File: src/rtl/ay8_decode_stage.sv
// ay8_decode_stage: assembles 1/2-byte AY8 instructions from fetch and hands them to execute.
// Optional instruction counter on out_icount when AY8_DECODE_ICOUNT_EN is defined.
module ay8_decode_stage #(
  parameter int          PC_W     = 8,
  parameter logic [7:0]  IMM_FILL = 8'h00
) (
  input  logic            CLK,
  input  logic            RST,
  input  logic            in_valid,
  output logic            in_ready,
  input  logic [7:0]      in_data,
  input  logic [PC_W-1:0] in_pc,
  input  logic            flush,
  output logic            out_valid,
  input  logic            out_ready,
  output logic [1:0]      out_class,
  output logic [2:0]      out_func,
  output logic [2:0]      out_reg,
  output logic [7:0]      out_imm,
  output logic            out_len,
  output logic [PC_W-1:0] out_pc,
  output logic            out_illegal
`ifdef AY8_DECODE_ICOUNT_EN
  ,
  output logic [15:0]     out_icount
`endif
);
  typedef enum logic [1:0] {OPC, IMM, HOLD} state_t;
  state_t          state_q, state_d;
  logic [1:0]      cls_q, cls_d;
  logic [2:0]      func_q, func_d, reg_q, reg_d;
  logic [7:0]      imm_q, imm_d;
  logic            len_q, len_d, ill_q, ill_d;
  logic [PC_W-1:0] pc_q, pc_d;
  logic            xfer, issue, illegal, len2;
  assign in_ready = !RST && !flush && (state_q != HOLD || out_ready);
  assign xfer     = in_valid && in_ready;
  assign issue    = state_q == HOLD && out_ready && !flush;
  assign illegal  = in_data == 8'hFF;
  assign len2     = !illegal && (in_data[7:6] == 2'b01 || in_data[7:6] == 2'b10 ||
                                 (in_data[7:6] == 2'b11 && in_data[5]));
  always_comb begin
    state_d = state_q;
    cls_d   = cls_q;
    func_d  = func_q;
    reg_d   = reg_q;
    imm_d   = imm_q;
    len_d   = len_q;
    pc_d    = pc_q;
    ill_d   = ill_q;
    unique case (state_q)
      OPC:     state_d = xfer ? (len2 ? IMM : HOLD) : OPC;
      IMM:     state_d = xfer ? HOLD : IMM;
      HOLD:    state_d = issue ? (xfer ? (len2 ? IMM : HOLD) : OPC) : HOLD;
      default: state_d = OPC;
    endcase
    // An opcode may only land when the held instruction is gone, so outputs stay stable in HOLD
    if (xfer && state_q != IMM) begin
      cls_d  = in_data[7:6];
      func_d = in_data[5:3];
      reg_d  = in_data[2:0];
      imm_d  = IMM_FILL;
      len_d  = len2;
      pc_d   = in_pc;
      ill_d  = illegal;
    end
    if (xfer && state_q == IMM) imm_d = in_data;
    if (flush) state_d = OPC;
  end
  always_ff @(posedge CLK or posedge RST) begin
    if (RST) begin
      state_q <= OPC;
      cls_q   <= '0;
      func_q  <= '0;
      reg_q   <= '0;
      imm_q   <= IMM_FILL;
      len_q   <= 1'b0;
      pc_q    <= '0;
      ill_q   <= 1'b0;
    end else begin
      state_q <= state_d;
      cls_q   <= cls_d;
      func_q  <= func_d;
      reg_q   <= reg_d;
      imm_q   <= imm_d;
      len_q   <= len_d;
      pc_q    <= pc_d;
      ill_q   <= ill_d;
    end
  end
  assign out_valid   = state_q == HOLD;
  assign out_class   = cls_q;
  assign out_func    = func_q;
  assign out_reg     = reg_q;
  assign out_imm     = imm_q;
  assign out_len     = len_q;
  assign out_pc      = pc_q;
  assign out_illegal = ill_q;
`ifdef AY8_DECODE_ICOUNT_EN
  logic [15:0] icount_q, icount_d;
  assign icount_d = issue ? icount_q + 16'd1 : icount_q;
  always_ff @(posedge CLK or posedge RST) begin
    if (RST) icount_q <= '0;
    else icount_q <= icount_d;
  end
  assign out_icount = icount_q;
`endif
endmodule

File: config.mk
export PLATFORM = sky130hd
export DESIGN_NAME = ay8_decode_stage
export DESIGN_NICKNAME = d
export VERILOG_FILES = /design/src/rtl/ay8_decode_stage.sv
export SDC_FILE = /design/constraint.sdc
export NUM_CORES = 1
export LEC_CHECK = 0
export ABC_AREA = 1
export BUFFER_PORTS_ARGS = -buffer_cell sky130_fd_sc_hd__buf_4
export CORE_AREA = 5 5 58 60
export CTS_CLUSTER_DIAMETER = 100
export DETAILED_ROUTE_END_ITERATION = 8
export DIE_AREA = 0 0 63 65
export GPL_TIMING_DRIVEN = 1
export MAX_ROUTING_LAYER = met4
export PLACE_DENSITY = 0.79
export SETUP_SLACK_MARGIN = 0.4
export SLEW_MARGIN = 20
export SYNTH_ARGS = -nofsm -noshare
export SYNTH_HDL_FRONTEND = slang
export SYNTH_SLANG_ARGS = --single-unit
File: constraint.sdc
create_clock -name CLK -period 1.55 [get_ports CLK]
set_input_delay 0.31 -clock CLK [delete_from_list [all_inputs] [get_ports CLK]]
set_output_delay 0.31 -clock CLK [all_outputs]
set_load 0.05 [all_outputs]
Yosys cells after proc, flatten, opt, wreduce, memory -nomap -nowiden
Index checks and enable logic that the tools add are counted.
{ "word_totals": {"regBits": 28, "out_inout_bits": 28, "elab_cells": 41} }
{ "op_classes": {"eq_ne": 8, "n_mux": 8, "reduce_logical": 17} }
{ "ops": {"columns": ["op", "count"], "rows": [
  ["2-to-1 mux 8 bit", 2],
  ["2-to-1 mux 2 bit", 5],
  ["logical AND 1 bit", 9],
  ["== test 8 bit (second input constant)", 1],
  ["== test 2 bit (second input constant)", 3],
  ["case mux 2 bit (3 select lines)", 1],
  ["== test 2 x 1 -> 1 bit (second input constant)", 2],
  ["logical NOT 1 bit", 3],
  ["logical OR 1 bit", 3],
  ["logical NOT 2 bit", 1],
  ["!= test 2 x 1 -> 1 bit (second input constant)", 1],
  ["!= test 2 bit (second input constant)", 1],
  ["nonzero test 2 bit", 1]
]} }

Depth between registers and ports, before layout
Gate-level depths: netlist of run 1.
{ "logic_depth": {"ltp_word": 9, "mapped_depth": 10, "ltp_nobuf": 9} }

Worst setup path after synthesis of run 1
No wires, ideal clock.
{ "synth_timing": {"path_type": "register to register", "start": "register state_q[1]", "end": "register state_q[1]", "setup_ps": 77, "arrival_ps": 1378, "required_ps": 1473, "slack_ps": 95, "path_stages_with_launch": 5, "n_path_buf": 0, "period_less_slack_ps": 1455, "cell_sequence": "dfrtp_1 > inv_1 > nor2_1 > nand2_1 > a21oi_1"} }
{ "synth_rtl": {"columns": ["item", "line", "source"], "rows": [
  ["start: declaration", "29", "state_t state_q, state_d;"],
  ["start signal: assignment", "81", "state_q <= state_d;"],
  ["== test 2 bit *", null, null],
  ["via out_valid", "14", "output logic out_valid,"],
  ["logical AND 1 bit (2 in series)", "38", "assign issue = state_q == HOLD && out_ready && !flush;"],
  ["2-to-1 mux 2 bit", "54", "HOLD: state_d = issue ? (xfer ? (len2 ? IMM : HOLD) : OPC) : HOLD;"],
  ["case mux 2 bit (3 select lines) *", "51", "unique case (state_q)"],
  ["2-to-1 mux 2 bit *", "68", "if (flush) state_d = OPC;"],
  ["via state_d[1]", "29", null]
]} }
Mark *: on every way through the listed nets, which the timed path passes. The rest lies on a longest branch.
A chain may end at the register's enable or synchronous reset.

Final worst setup path of run 1
{ "layout_timing": {"start": "register state_q[0]", "end": "register func_q[2], in the netlist out_func[2]"} }
{ "layout_between": {"elab_chain_cells": 5} }
{ "layout_lines": {"columns": ["item", "line", "source"], "rows": [
  ["!= test 2 bit", "36", "assign in_ready = !RST && !flush && (state_q != HOLD || out_ready);"],
  ["logical OR 1 bit", "36", null],
  ["logical AND 1 bit", "36", null],
  ["logical AND 1 bit", "37", "assign xfer = in_valid && in_ready;"],
  ["logical AND 1 bit *", "58", "if (xfer && state_q != IMM) begin"],
  ["end signal: assignment", "83", "func_q <= func_d;"],
  ["end: declaration", "31", "logic [2:0] func_q, func_d, reg_q, reg_d;"]
]} }
Every way passes the cells marked *; elsewhere a longest branch is shown, timed or not.

==> summary.txt, run 1 <==
Yosys
  • Post-synth top area share: 55.39%
  • Synthesis-stage register bit count: 28
  • Synth area leader: dfrtp_1
  • Most numerous cell in the Yosys netlist: nand2_1
  • Ys flop type: dfrtp_1
  • Area contributors post-synth: dfrtp_1 55%, nand2_1 17%, o21ai_2 5.5%, inv_1 4.2%, o21ai_0 2.8%
  • Ys Warns: 0
  • Async set-reset flop share out of synthesis: 100.0%
  • Syn nets: 165
  • Post-synthesis sequential area ratio: 55.39%
  • Mapped Avg Cell Area: 8.846 um2
  • Synth Cell Area: 1265 um2
  • Synth cell types: 20
  • List of most frequent post-synthesis cells: 58 x nand2_1, 28 x dfrtp_1, 14 x inv_1
  • Post-Synthesis Cells: 143
  • Count of flip-flops with a built-in enable after synthesis: 0

CTS
  • Skew-Pair Late Insertion Delay: 0.31 ns
  • CTS hold repair buffers: 0
  • H-tree levels: 1
  • Total clock buffers created by CTS: 3
  • Number of clock sinks: 28
  • CTS tree: done
  • Root Buffer: clkbuf_4
  • Clk slew on worst S/H paths: 0.14 ns
  • Clk buf depth: 2

Die
  • Total core area: 2878 um2
  • Die W: 63 um
  • Die height: 65 um
  • Initial Utilization: 43.96%
  • # IOs: 49
  • FP Rows: 20
  • Die area: 4095 um2

Timing
  • Final Hold Fails: 0
  • Worst Hold Slack: 0.05448 ns
  • Relative slew margins: 75.24%
  • Worst setup margin: 0.08009 ns
  • Max-slew violations: 0
  • Tmin final: 1.470 ns
  • Final-report setup violation count: 0
  • Period utilisation layout: 94.83%
  • Achievable frequency: 680.3 MHz
  • RSZ-0062 raised after global routing: yes
  • Final clock skew: 0.003912 ns
  • Worst slew pin tran: 0.3713 ns

Routing
  • Via/cell ratio: 4.919
  • Wire length per cell: 14.81 um
  • Via total after detailed routing: 1328
  • # DRC: 0
  • Antenna Nets Post-Route: 0
  • First drt pass iteration count: 5
  • 1st-iter DRT viols: 34
  • Final WL: 3999 um

Global route
  • First-pass GRT wire length: 6120 um
  • Total track usage: 19.03%
  • Largest net degree at the start of global routing: 29
  • Vias in the first global route: 1354
  • Initial antenna violation count: 0
  • Total grt overflow: 0

Critical path
  • Crit path from: state_q[0]
  • Critical Path End Type: flop
  • Crit-path cells: inv_2, buf_4, buf_4, nor2_4, nor2_4, buf_6, inv_8, nand2_2, o21ai_2
  • Slowest stage cell, crit path: dfrtp_1
  • R2r setup slk: 0.08 ns
  • Critical Path Stages: 9
  • CP top delay family: buffers and inverters
  • CP Class: flop to flop
  • Crit path buf inv count: 5
  • Worst r2r path cells: 9
  • Crit path largest cell delay: 0.39 ns
  • Required @ worst endpoint: 1.80 ns
  • Worst EP arrival: 1.72 ns
  • CP max FO: 13
  • Worst r2r src: state_q[0]
  • Crit path launch type: flop

Place
  • Dpl ws: 0.07828 ns
  • Dpl cells: 222
  • Port bufs: 48
  • GP Congestion: 0.8328
  • Post-DP HPWL: 2213 um
  • Placed inst area: 1654 um2

Cells and area
  • # fillers: 161
  • Antenna diodes: 0
  • Non-Filler Instances: 270
  • Area growth, synth to finish: 84.17%
  • Multi-input gate area: 601.8 um2
  • Layout Nets: 261
  • Final instance area: 2330 um2
  • Storage cell area: 700.7 um2
  • Share of cells above drive strength 1: 64.56%

Power
  • Logic gate share of total power: 47.3%
  • Tot Pwr: 0.002259 W
  • Psw: 0.0008831 W
  • Worst vdd ir: 0.7601 mV
  • Sequential Power Share: 40.0%
  • Pwr/cell area: 969.5 nW/um2
  • P_leak: 1.234 nW
  • Cell Int Power: 0.001376 W
  • Switch share: 39.10%
  • Clock group share of total power: 12.7%

Worst hold path
  • Worst hold path class: input port to asynchronous set/reset pin

Outcome
  • Status: complete, no violations

Job
  • Number of max-cap violations: 0
worst min-delay path, stage by stage:
cell,delay [ns]
buf_4,0.11
inv_1,0.04
buf_4,0.33
per-layer routing:
metal / part of all wire, % / GRT usage (%)
met2: 54 / 34.10
met5: 0 / -
met4: 1.1 / 6.101
met3: 4.6 / 3.120
met1: 41 / 21.56
worst paths after layout:
kind,end
worst max-delay path,out_func[2]
worst min register to register,out_imm[6]
max in group asynchronous,out_pc[1]
worst max register to register,out_func[2]
worst min-delay path,out_imm[1]
min in group CLK,state_q[1]
timing repair:
action / CTS / global route
pin swaps: 10 / 8
setup buffers: 28 / 14
endpoints found under the setup margin: 56 / 56
resized for setup: 81 / 15
gates cloned: 3 / 0
per-stage QoR:
stage          setup TNS (ns)  utilization [%]
2_1_floorplan               0                -
3_3_place_gp                0            57.48
3_5_place_dp                0            57.48
4_1_cts                     0            75.43
5_1_grt             -0.002885            80.96
6_report                    0            80.96
cell type report:
type / count / area share [%]
well taps: 33 / 1.772
clock buffers: 3 / 0.9667
inverters: 17 / 3.276
multi-input cells: 94 / 25.83
repair buffers: 93 / 37.11
repair inverters: 2 / 0.9667
flip-flops and latches: 28 / 30.08
power groups by stage:
stage | Sequential [W] | Combinational [W] | Clock, W
after floorplan | 0.00123 | 0.000171 | 0
after global placement | 0.000897 | 0.000740 | 0
after detailed placement | 0.000901 | 0.000751 | 0
after CTS | 0.000901 | 0.00100 | 0.000291
after global routing | 0.000914 | 0.00113 | 0.000331
final | 0.000904 | 0.00107 | 0.000286
logic make-up after synthesis:
group	after synthesis	synth area share (%)
AO/OA/AOI/OAI	18	9.891
adder cells (fa/ha/maj)	1	0.9890
buffers and inverters	21	7.616
flip-flops	28	55.39
AND/OR/NAND/NOR	75	26.11
cell usage in the layout (no fill, tap or decap), drive strengths merged, types with 3 or more instances in the layout:
cell type | Yosys | routed
dfrtp | 28 | 28
nor2 | 10 | 10
inv | 17 | 19
o21ai | 15 | 15
clkbuf | 0 | 3
nand2 | 61 | 61
nand3 | 4 | 4
buf | 4 | 93
(Power assumes the default switching activity.)
==> run 2: changes to the inputs <==
==> constraint.sdc (replaced) <==
create_clock -name CLK -period 1.63 [get_ports CLK]
set_input_delay 0.326 -clock CLK [delete_from_list [all_inputs] [get_ports CLK]]
set_output_delay 0.326 -clock CLK [all_outputs]
set_load 0.05 [all_outputs]
==> summary.txt, run 2 (synthesis results as in run 1) <==
Critical path
  • Worst r2r path cells: 11 (was 9)
  • Crit path launch type: flop (unchanged)
  • Slowest stage cell, crit path: dfrtp_1 (unchanged)
  • Crit-path cells: inv_1, nor2_4, buf_6 (was inv_2, buf_4, buf_4, nor2_4, nor2_4, buf_6, inv_8, nand2_2, o21ai_2)
  • CP max FO: 3 (was 13)
  • Worst EP arrival: 1.20 ns (was 1.72 ns)
  • Required @ worst endpoint: 1.30 ns (was 1.80 ns)
  • Critical Path End Type: output pin (was flop)
  • Crit path largest cell delay: 0.45 ns (was 0.39 ns)
  • CP Class: flop to output pin (was flop to flop)

Timing
  • Relative slew margins: 76.61% (was 75.24%)
  • Final clock skew: 0.002340 ns (was 0.003912 ns)
  • Final-report setup violation count: 0 (unchanged)
  • Worst Hold Slack: 0.04226 ns (was 0.05448 ns)
  • Period utilisation layout: 93.78%
  • Worst slew pin tran: 0.3509 ns (was 0.3713 ns)
  • Max-slew violations: 0 (unchanged)
  • TNS Setup: 0 ns (unchanged)
  • RSZ-0062 raised after global routing: yes (unchanged)
  • Final Hold Fails: 0 (unchanged)
  • Tmin final: 1.529 ns
  • Achievable frequency: 654.2 MHz

Global route
  • First-pass GRT wire length: 5996 um (was 6120 um)
  • Initial antenna violation count: 0 (unchanged)
  • Largest net degree at the start of global routing: 29 (unchanged)
  • Total grt overflow: 0 (unchanged)
  • Vias in the first global route: 1287 (was 1354)
  • Total track usage: 18.84% (was 19.03%)

CTS
  • Skew-Pair Late Insertion Delay: 0.33 ns (was 0.31 ns)
  • Root Buffer: clkbuf_4 (unchanged)
  • Total clock buffers created by CTS: 3 (unchanged)
  • Clk buf depth: 2 (unchanged)
  • CTS tree: done (unchanged)
  • CTS hold repair buffers: 0 (unchanged)
  • H-tree levels: 1 (unchanged)
  • Number of clock sinks: 28 (unchanged)
  • Clk slew on worst S/H paths: 0.15 ns (was 0.14 ns)

Routing
  • Wire length per cell: 15.21 um (was 14.81 um)
  • # DRC: 0 (unchanged)
  • Via total after detailed routing: 1287 (was 1328)
  • Via/cell ratio: 5.008 (was 4.919)
  • 1st-iter DRT viols: 79 (was 34)
  • Antenna Nets Post-Route: 0 (unchanged)
  • Final WL: 3908 um (was 3999 um)
  • First drt pass iteration count: 4 (was 5)

Cells and area
  • Most frequent cells in the layout: 44 x nand2_1, 44 x buf_4, 36 x buf_6 (was 55 x buf_4, 36 x nand2_1, 35 x buf_6)
  • Antenna diodes: 0 (unchanged)
  • Non-Filler Instances: 257 (was 270)
  • Share of cells above drive strength 1: 58.04% (was 64.56%)
  • Layout Nets: 247 (was 261)
  • Area growth, synth to finish: 75.17% (was 84.17%)

Die
  • Die area: 4095 um2 (unchanged)
  • FP Rows: 20 (unchanged)
  • Total core area: 2878 um2 (unchanged)
  • Initial Utilization: 43.96% (unchanged)
  • Die height: 65 um (unchanged)
  • Die W: 63 um (unchanged)
  • # IOs: 49 (unchanged)

Place
  • Post-DP HPWL: 2275 um (was 2213 um)
  • GP Congestion: 0.8161 (was 0.8328)
  • Port bufs: 48 (unchanged)
  • Dpl cells: 222 (unchanged)

Power
  • Worst vdd ir: 0.7788 mV (was 0.7601 mV)
  • Tot Pwr: 0.002259 W (about the same)
  • Pwr/cell area: 1020 nW/um2 (was 969.5 nW/um2)
  • P_leak: 1.171 nW (was 1.234 nW)

Outcome
  • Status: complete, no violations (unchanged)

Job
  • Number of max-cap violations: 0 (unchanged)

Worst hold path
  • Worst hold path class: input port to asynchronous set/reset pin (unchanged)
==> run 2: critical path, delay by kind of cell (launching register included) <==
family,cells,cell delay (ns)
flops,1,0.45
simple gates,1,0.13
buf+inv,2,0.29
==> run 2: worst paths after layout <==
path	end	slack, ns	from
max	out_valid	0.10	state_q[1]
min	out_imm[1]	0.04	RST
max reg2reg	out_illegal	0.19	state_q[0]
min reg2reg	out_pc[4]	0.52	out_pc[4]
max in group asynchronous	out_imm[7]	1.33	RST
min in group CLK	state_q[1]	0.16	flush
==> run 2: repair_timing <==
action,CTS,global route
endpoints found under the setup margin,54,56
resized for setup,66,19
setup buffers,21,8
gates cloned,2,0
pin swaps,6,7
==> run 2: where the power goes <==
group          internal (W)  switching [W]  leakage [nW]
Clock              0.000249       0.000207        0.0279
Combinational      0.000381       0.000561         0.779
Sequential         0.000786      0.0000748         0.364
Total               0.00142       0.000843          1.17
==> run 2: layout make-up <==
cell class | instances | area, um2
timing repair buffer | 80 | 735.7
sequential | 28 | 700.7
fill | 176 | 661.9
multi-input combinational | 94 | 598.1
inverter | 17 | 76.32
tap | 33 | 41.29
clock inverter | 1 | 30.03
clock buffer | 3 | 22.52
timing repair inverter | 1 | 11.26
==> run 2: through the flow <==
stage	worst slack, ns	utilization (%)	cell area [um2]
after floorplan	0.3860	-	1274
after global placement	0.1952	57.48	1654
after detailed placement	0.1235	57.48	1654
after CTS	0.1142	72.09	2074
after global routing	0.02463	77.00	2216
final	0.1015	77.00	2216
==> run 2: routing by layer <==
layer | vias to the layer above | share of wire (%) | GRT usage (%) | wire, um
met4 | 0 | 3.6 | 7.958 | 141
li1 | 599 | - | - | -
met2 | 62 | 53 | 31.41 | 2054
met5 | - | 0 | - | 0
met1 | 611 | 38 | 22.33 | 1491
met3 | 15 | 5.6 | 3.466 | 220
